==> config.mk <==
export PLATFORM = sky130hd
export DESIGN_NAME = ram_arbiter
export DESIGN_NICKNAME = d
export VERILOG_FILES = /design/src/rtl/ram_arb_pkg.sv /design/src/rtl/ram_arbiter_rr_arbiter2.sv /design/src/rtl/ram_arbiter.sv
export SDC_FILE = /design/constraint.sdc
export NUM_CORES = 1
export LEC_CHECK = 0
export ABC_AREA = 1
export BUFFER_PORTS_ARGS = -buffer_cell sky130_fd_sc_hd__buf_2
export CORE_ASPECT_RATIO = 1.1
export CORE_MARGIN = 4
export CORE_UTILIZATION = 24
export CTS_BUF_LIST = sky130_fd_sc_hd__clkbuf_4
export DETAILED_ROUTE_END_ITERATION = 10
export PLACE_DENSITY = 0.46
export SETUP_SLACK_MARGIN = 0.05
export SLEW_MARGIN = 20
export SYNTH_ARGS = -nofsm -noshare
export SYNTH_HDL_FRONTEND = slang
export SYNTH_HIERARCHICAL = 1
export SYNTH_SLANG_ARGS = --single-unit
==> constraint.sdc <==
create_clock -name clk -period 4.95 [get_ports clk]
set_input_delay 0 -clock clk [delete_from_list [all_inputs] [get_ports clk]]
set_output_delay 0 -clock clk [all_outputs]
set_load 0.02 [all_outputs]
==> src/rtl/ram_arb_pkg.sv <==
// ram_arbiter shared types: FSM states, request bundle, master count.
// Default widths here match the ram_arbiter parameter defaults.
package ram_arb_pkg;

  localparam int NUM_MASTERS = 2;
  localparam int DATA_W      = 32;
  localparam int ADDR_W      = 31;

  typedef enum logic [1:0] {
    IDLE,
    ACCESS,
    CAPTURE,
    RESP
  } arb_state_t;

  typedef struct packed {
    logic              we;
    logic [ADDR_W-1:0] addr;
    logic [DATA_W-1:0] wdata;
  } req_t;

endpackage

==> src/rtl/ram_arbiter_rr_arbiter2.sv <==
// Two-way round-robin grant: on contention the master that did not
// win last time is granted; a lone requester always wins.
module rr_arbiter2
  import ram_arb_pkg::*;
(
  input  logic [NUM_MASTERS-1:0] valid_i,
  input  logic                   last_grant_i,
  output logic [NUM_MASTERS-1:0] grant_o
);

  // One-hot grant from the two valids and the previous winner
  always_comb begin
    grant_o = '0;
    unique case (1'b1)
      (valid_i[0] & valid_i[1]):
        grant_o = last_grant_i ? 2'b01 : 2'b10;
      (valid_i[0] & ~valid_i[1]):
        grant_o = 2'b01;
      (~valid_i[0] & valid_i[1]):
        grant_o = 2'b10;
      default:
        grant_o = '0;
    endcase
  end

endmodule

==> src/rtl/ram_arbiter.sv <==
// Single-port RAM arbiter for two masters, 4-cycle serialised access.
// RAM_ARB_FIXED_PRIO_EN selects fixed m0 priority instead of round-robin.
module ram_arbiter
  import ram_arb_pkg::*;
#(
  parameter int DATA_WIDTH = DATA_W,
  parameter int RAM_WIDTH  = ADDR_W,
  parameter int RAM_DEPTH  = 256
) (
  input  logic                  clk,
  input  logic                  rst_n,
  input  logic                  m0_req_valid,
  output logic                  m0_req_ready,
  input  logic                  m0_we,
  input  logic [RAM_WIDTH-1:0]  m0_addr,
  input  logic [DATA_WIDTH-1:0] m0_wdata,
  output logic                  m0_rsp_valid,
  output logic                  m0_rsp_err,
  output logic [DATA_WIDTH-1:0] m0_rdata,
  input  logic                  m1_req_valid,
  output logic                  m1_req_ready,
  input  logic                  m1_we,
  input  logic [RAM_WIDTH-1:0]  m1_addr,
  input  logic [DATA_WIDTH-1:0] m1_wdata,
  output logic                  m1_rsp_valid,
  output logic                  m1_rsp_err,
  output logic [DATA_WIDTH-1:0] m1_rdata,
  output logic                  ram_en,
  output logic                  ram_we,
  output logic [RAM_WIDTH-1:0]  ram_address,
  output logic [DATA_WIDTH-1:0] ram_wdata,
  input  logic [DATA_WIDTH-1:0] ram_rdata
);

  localparam logic [RAM_WIDTH-1:0] DEPTH_W = RAM_WIDTH'(RAM_DEPTH);

  arb_state_t             state_q;
  req_t                   req_q;
  logic                   err_q;
  logic                   owner_q;
  logic                   ram_en_q;
  logic                   ram_we_q;
  logic [DATA_WIDTH-1:0]  rdata_q;
  logic [NUM_MASTERS-1:0] rsp_valid_q;
  logic [NUM_MASTERS-1:0] rsp_err_q;

  logic [NUM_MASTERS-1:0] valid;
  logic [NUM_MASTERS-1:0] grant;
  logic                   idle;
  logic                   hs;
  req_t                   sel_d;
  logic                   sel_err_d;

  assign valid = {m1_req_valid, m0_req_valid};

`ifdef RAM_ARB_FIXED_PRIO_EN
  // m0 always wins; m1 only when m0 is quiet
  always_comb begin
    grant = valid[0] ? 2'b01 : {valid[1], 1'b0};
  end
`else
  logic last_grant_q;

  rr_arbiter2 u_arb (
    .valid_i      (valid),
    .last_grant_i (last_grant_q),
    .grant_o      (grant)
  );
`endif

  assign idle = (state_q == IDLE);
  assign hs   = idle & (|grant);

  // Mux the winner's payload and range-check its address
  always_comb begin
    sel_d = '0;
    if (grant[1]) begin
      sel_d.we    = m1_we;
      sel_d.addr  = m1_addr;
      sel_d.wdata = m1_wdata;
    end else begin
      sel_d.we    = m0_we;
      sel_d.addr  = m0_addr;
      sel_d.wdata = m0_wdata;
    end
    sel_err_d = (sel_d.addr >= DEPTH_W);
  end

  assign m0_req_ready = idle & grant[0];
  assign m1_req_ready = idle & grant[1];

  assign ram_en      = ram_en_q;
  assign ram_we      = ram_we_q;
  assign ram_address = req_q.addr;
  assign ram_wdata   = req_q.wdata;

  assign m0_rsp_valid = rsp_valid_q[0];
  assign m1_rsp_valid = rsp_valid_q[1];
  assign m0_rsp_err   = rsp_err_q[0];
  assign m1_rsp_err   = rsp_err_q[1];
  assign m0_rdata     = owner_q ? '0 : rdata_q;
  assign m1_rdata     = owner_q ? rdata_q : '0;

  // Access sequencer: accept, strobe RAM, capture data, respond
  always_ff @(posedge clk or negedge rst_n) begin
    if (!rst_n) begin
      state_q      <= IDLE;
      req_q        <= '0;
      err_q        <= 1'b0;
      owner_q      <= 1'b0;
      ram_en_q     <= 1'b0;
      ram_we_q     <= 1'b0;
      rdata_q      <= '0;
      rsp_valid_q  <= '0;
      rsp_err_q    <= '0;
`ifndef RAM_ARB_FIXED_PRIO_EN
      last_grant_q <= 1'b1;
`endif
    end else begin
      unique case (state_q)
        IDLE: begin
          if (hs) begin
            owner_q  <= grant[1];
            req_q    <= sel_d;
            err_q    <= sel_err_d;
            ram_en_q <= ~sel_err_d;
            ram_we_q <= sel_d.we & ~sel_err_d;
`ifndef RAM_ARB_FIXED_PRIO_EN
            last_grant_q <= grant[1];
`endif
            state_q  <= ACCESS;
          end
        end
        ACCESS: begin
          ram_en_q <= 1'b0;
          ram_we_q <= 1'b0;
          state_q  <= CAPTURE;
        end
        CAPTURE: begin
          rdata_q     <= (!req_q.we && !err_q) ? ram_rdata : '0;
          rsp_valid_q <= {owner_q, ~owner_q};
          rsp_err_q   <= {owner_q & err_q, ~owner_q & err_q};
          state_q     <= RESP;
        end
        RESP: begin
          rsp_valid_q <= '0;
          rsp_err_q   <= '0;
          state_q     <= IDLE;
        end
        default: state_q <= IDLE;
      endcase
    end
  end

endmodule

==> impl_metrics.ini <==
[cts]
cts_root_buf = clkbuf_4
cts_buffers = 9
cts_tree = done
clock_sinks = 107
cts_resized = 0
path_clk_slew_ps = 180
ctsHtreeMaxLevel = 3
cts_max_path_buffers = 2
insertion_delay_ps = 490

[floorplanning]
io-pin-count = 299
die_x_um = 156.0
start_util = 0.2440
die_area_um2 = 26650
core.rowCount = 59
die_y_um = 170.8
core_um2 = 23700

[pwr]
p_comb_frac = 0.576
power.switching_uw = 2253
p_total_uw = 4810
internal-power_uw = 2557
sw_frac_of_total = 0.4684
leakagePower_uw = 0.004804
seqPwrFrac = 0.332
pwr-share-clk = 0.091
peakVddDrop_uv = 213.1
power_density_nw_per_um2 = 539.7

[logic_synthesis]
ys_types = 19
syn_inst = 788
syn_area_per_cell_um2 = 7.339
synth_edf_count = 0
syn_nets = 957
netlist_area_um2 = 5783
synth_ff_type = dfrtp_1
synthDominantCellAreaShare = 0.4587
synthTopCellsByArea = dfrtp_1 46%, nand2_1 14%, buf_4 8.2%
yosysWarningCount = 6
synth-seq-cells = 107
ys_seq_area_frac = 0.4632
yosys.area.top_type = dfrtp_1
ys_top_cells_by_count = 223 x nand2_1, 106 x dfrtp_1, 102 x inv_1
async_flop_share = 1.000
synth_most_common_cell = nand2_1

[global_routing]
first_global_vias = 6216
grt_max_degree = 70
grt_pass1_wl_mm = 31.64
grt_use_met1 = 0.1874
grt_busiest_layer = met2
grt_use_met3 = 0.03010
grt_use_total = 0.1478
gr-total-overflow = 0
antenna_found_initial = 1
met2_usage = 0.2513

[layout]
synthToLayoutAreaGrowth_pct = 54.11
fin_nets = 1336
drive_gt1_frac = 0.2807

[worst_hold_path]
holdCritStartpoint = m1_addr[27]
hold_depth = 9
hold_class = primary input to flip-flop

[setup_path]
worst-r2r-cell-count = 12
r2r_start = last_grant_q$_DFFE_PN1P_
critPathLaunch = last_grant_q$_DFFE_PN1P_
critPathArrivalTime_ps = 4100
crit_path_end_kind = flip-flop
worstSetupStartpointType = flip-flop
critPathMaxFanout = 67
required_ps = 5380
worst-setup-path-type = flip-flop to flip-flop

[placement]
gp_congestion = 0.8204
post-dp-hpwl_mm = 14.05
io_buffer_count = 298

[sta]
setup-violations-final = 0
rsz0062_at_grt = no
period_needed_ps = 3675
fin_crit_sh = 0.7425
setup-tns-final_ps = 0
skew_ps = 31.16
maxSlewViolCount = 0
hold_violations = 0
slew-limit-headroom = 0.4538
worst_pin_slew_ps = 818.1
fmax_ghz = 0.2721

[run_status]
status = complete, no violations

[routing]
via_per_inst = 4.174
vias = 6169
drc = 0
initialDrtViolationCount = 442
wl_per_cell_um = 13.66
ant_nets = 0
first_pass_iters = 4
totalWireLength_mm = 20.19

[flow_run]
cap_violations = 0
[metal layers]
layer | share of wire | wire length [um]
met1 | 0.44 | 8822
met2 | 0.47 | 9563
met3 | 0.063 | 1266
met4 | 0.027 | 538
met5 | 0 | 0
[worst paths after layout]
path,end,slack (ps)
setup / recovery,ram_en$_DFFE_PN0P_,1270
hold / removal,err_q$_DFFE_PN0P_,60
setup reg to reg,ram_en$_DFFE_PN0P_,1270
hold reg to reg,ram_address[14]$_DFFE_PN0P_,500
max in group asynchronous,owner_q$_DFFE_PN0P_,3550
min in group asynchronous,ram_wdata[24]$_DFFE_PN0P_,90
[cell usage in the layout, fill, tap and decap left out, drive strengths merged]
cell / count
a31oi: 50
clkbuf: 9
a21oi: 1
o21ai: 54
buf: 304
nand2: 223
clkinv: 3
or2: 1
ha: 5
nand4: 1
o22ai: 2
dlygate4sd3: 171
nor2: 96
dfrtp: 106
inv: 108
clkinvlp: 1
dfstp: 1
nand3: 36
diode: 1
[flip-flops by register name, summed over array words and instances (netlist names)]
register and flops:
err_q 1, last_grant_q 1, owner_q 1, ram_address 31, ram_en 1, ram_wdata 32
ram_we 1, rdata_q 32, req_q 1, rsp_err_q 2, rsp_valid_q 2, state_q 2
[cells by family after synthesis]
| group | after synthesis | synth area share |
|---|---|---|
| AOI/OAI and AO/OA | 107 | 0.1038 |
| and+or+nand+nor | 357 | 0.2404 |
| adders and majority gates | 5 | 0.01082 |
| DFF | 107 | 0.4632 |
| buffers and inverters | 212 | 0.1817 |
[metrics by stage]
| stage | hold WS (ps) | cell area [um2] | util | instances | worst slack [ps] |
|---|---|---|---|---|---|
| after floorplan | -295.6 | 5783 | - | 788 | 3207 |
| after global placement | 117.1 | 7067 | 0.2982 | 1290 | 2213 |
| after detailed placement | 120.5 | 7067 | 0.2982 | 1290 | 2216 |
| after CTS | 2.566 | 8897 | 0.3755 | 1477 | 1214 |
| after global routing | 66.38 | 8912 | 0.3761 | 1478 | 905.3 |
| final | 56.05 | 8912 | 0.3761 | 1478 | 1275 |
[worst max-delay path: stages, from the launching register on]
cell	delay (ps)
dfstp_2	430
a21oi_4	140
buf_4	590
inv_2	540
nand2_1	220
nand2_1	70
nor2_1	100
nand2_1	50
dlygate4sd3_1	550
nor2_1	180
nand3_1	100
dlygate4sd3_1	560
nand2_1	60
[layout make-up]
cell class	instances	area [um2]
fill	2517	14780
timing repair buffer	475	3251
sequential	107	2683
multi-input combinational	469	2082
inverter	105	394.1
tap	305	381.6
clock buffer	9	67.56
clock inverter	7	51.30
antenna	1	2.502
[power groups by stage]
stage          clock network [uW]  logic, uW  registers [uW]
2_1_floorplan                   0       1920            1500
3_3_place_gp                    0       2270            1620
3_5_place_dp                    0       2280            1620
4_1_cts                       467       2780            1600
5_1_grt                       494       3070            1670
6_report                      440       2770            1600
[timing repair]
action	in CTS	in global routing
endpoints found under the hold margin	154	0
buffers inserted	0	0
hold buffers	171	0
(Power assumes the default switching activity.)
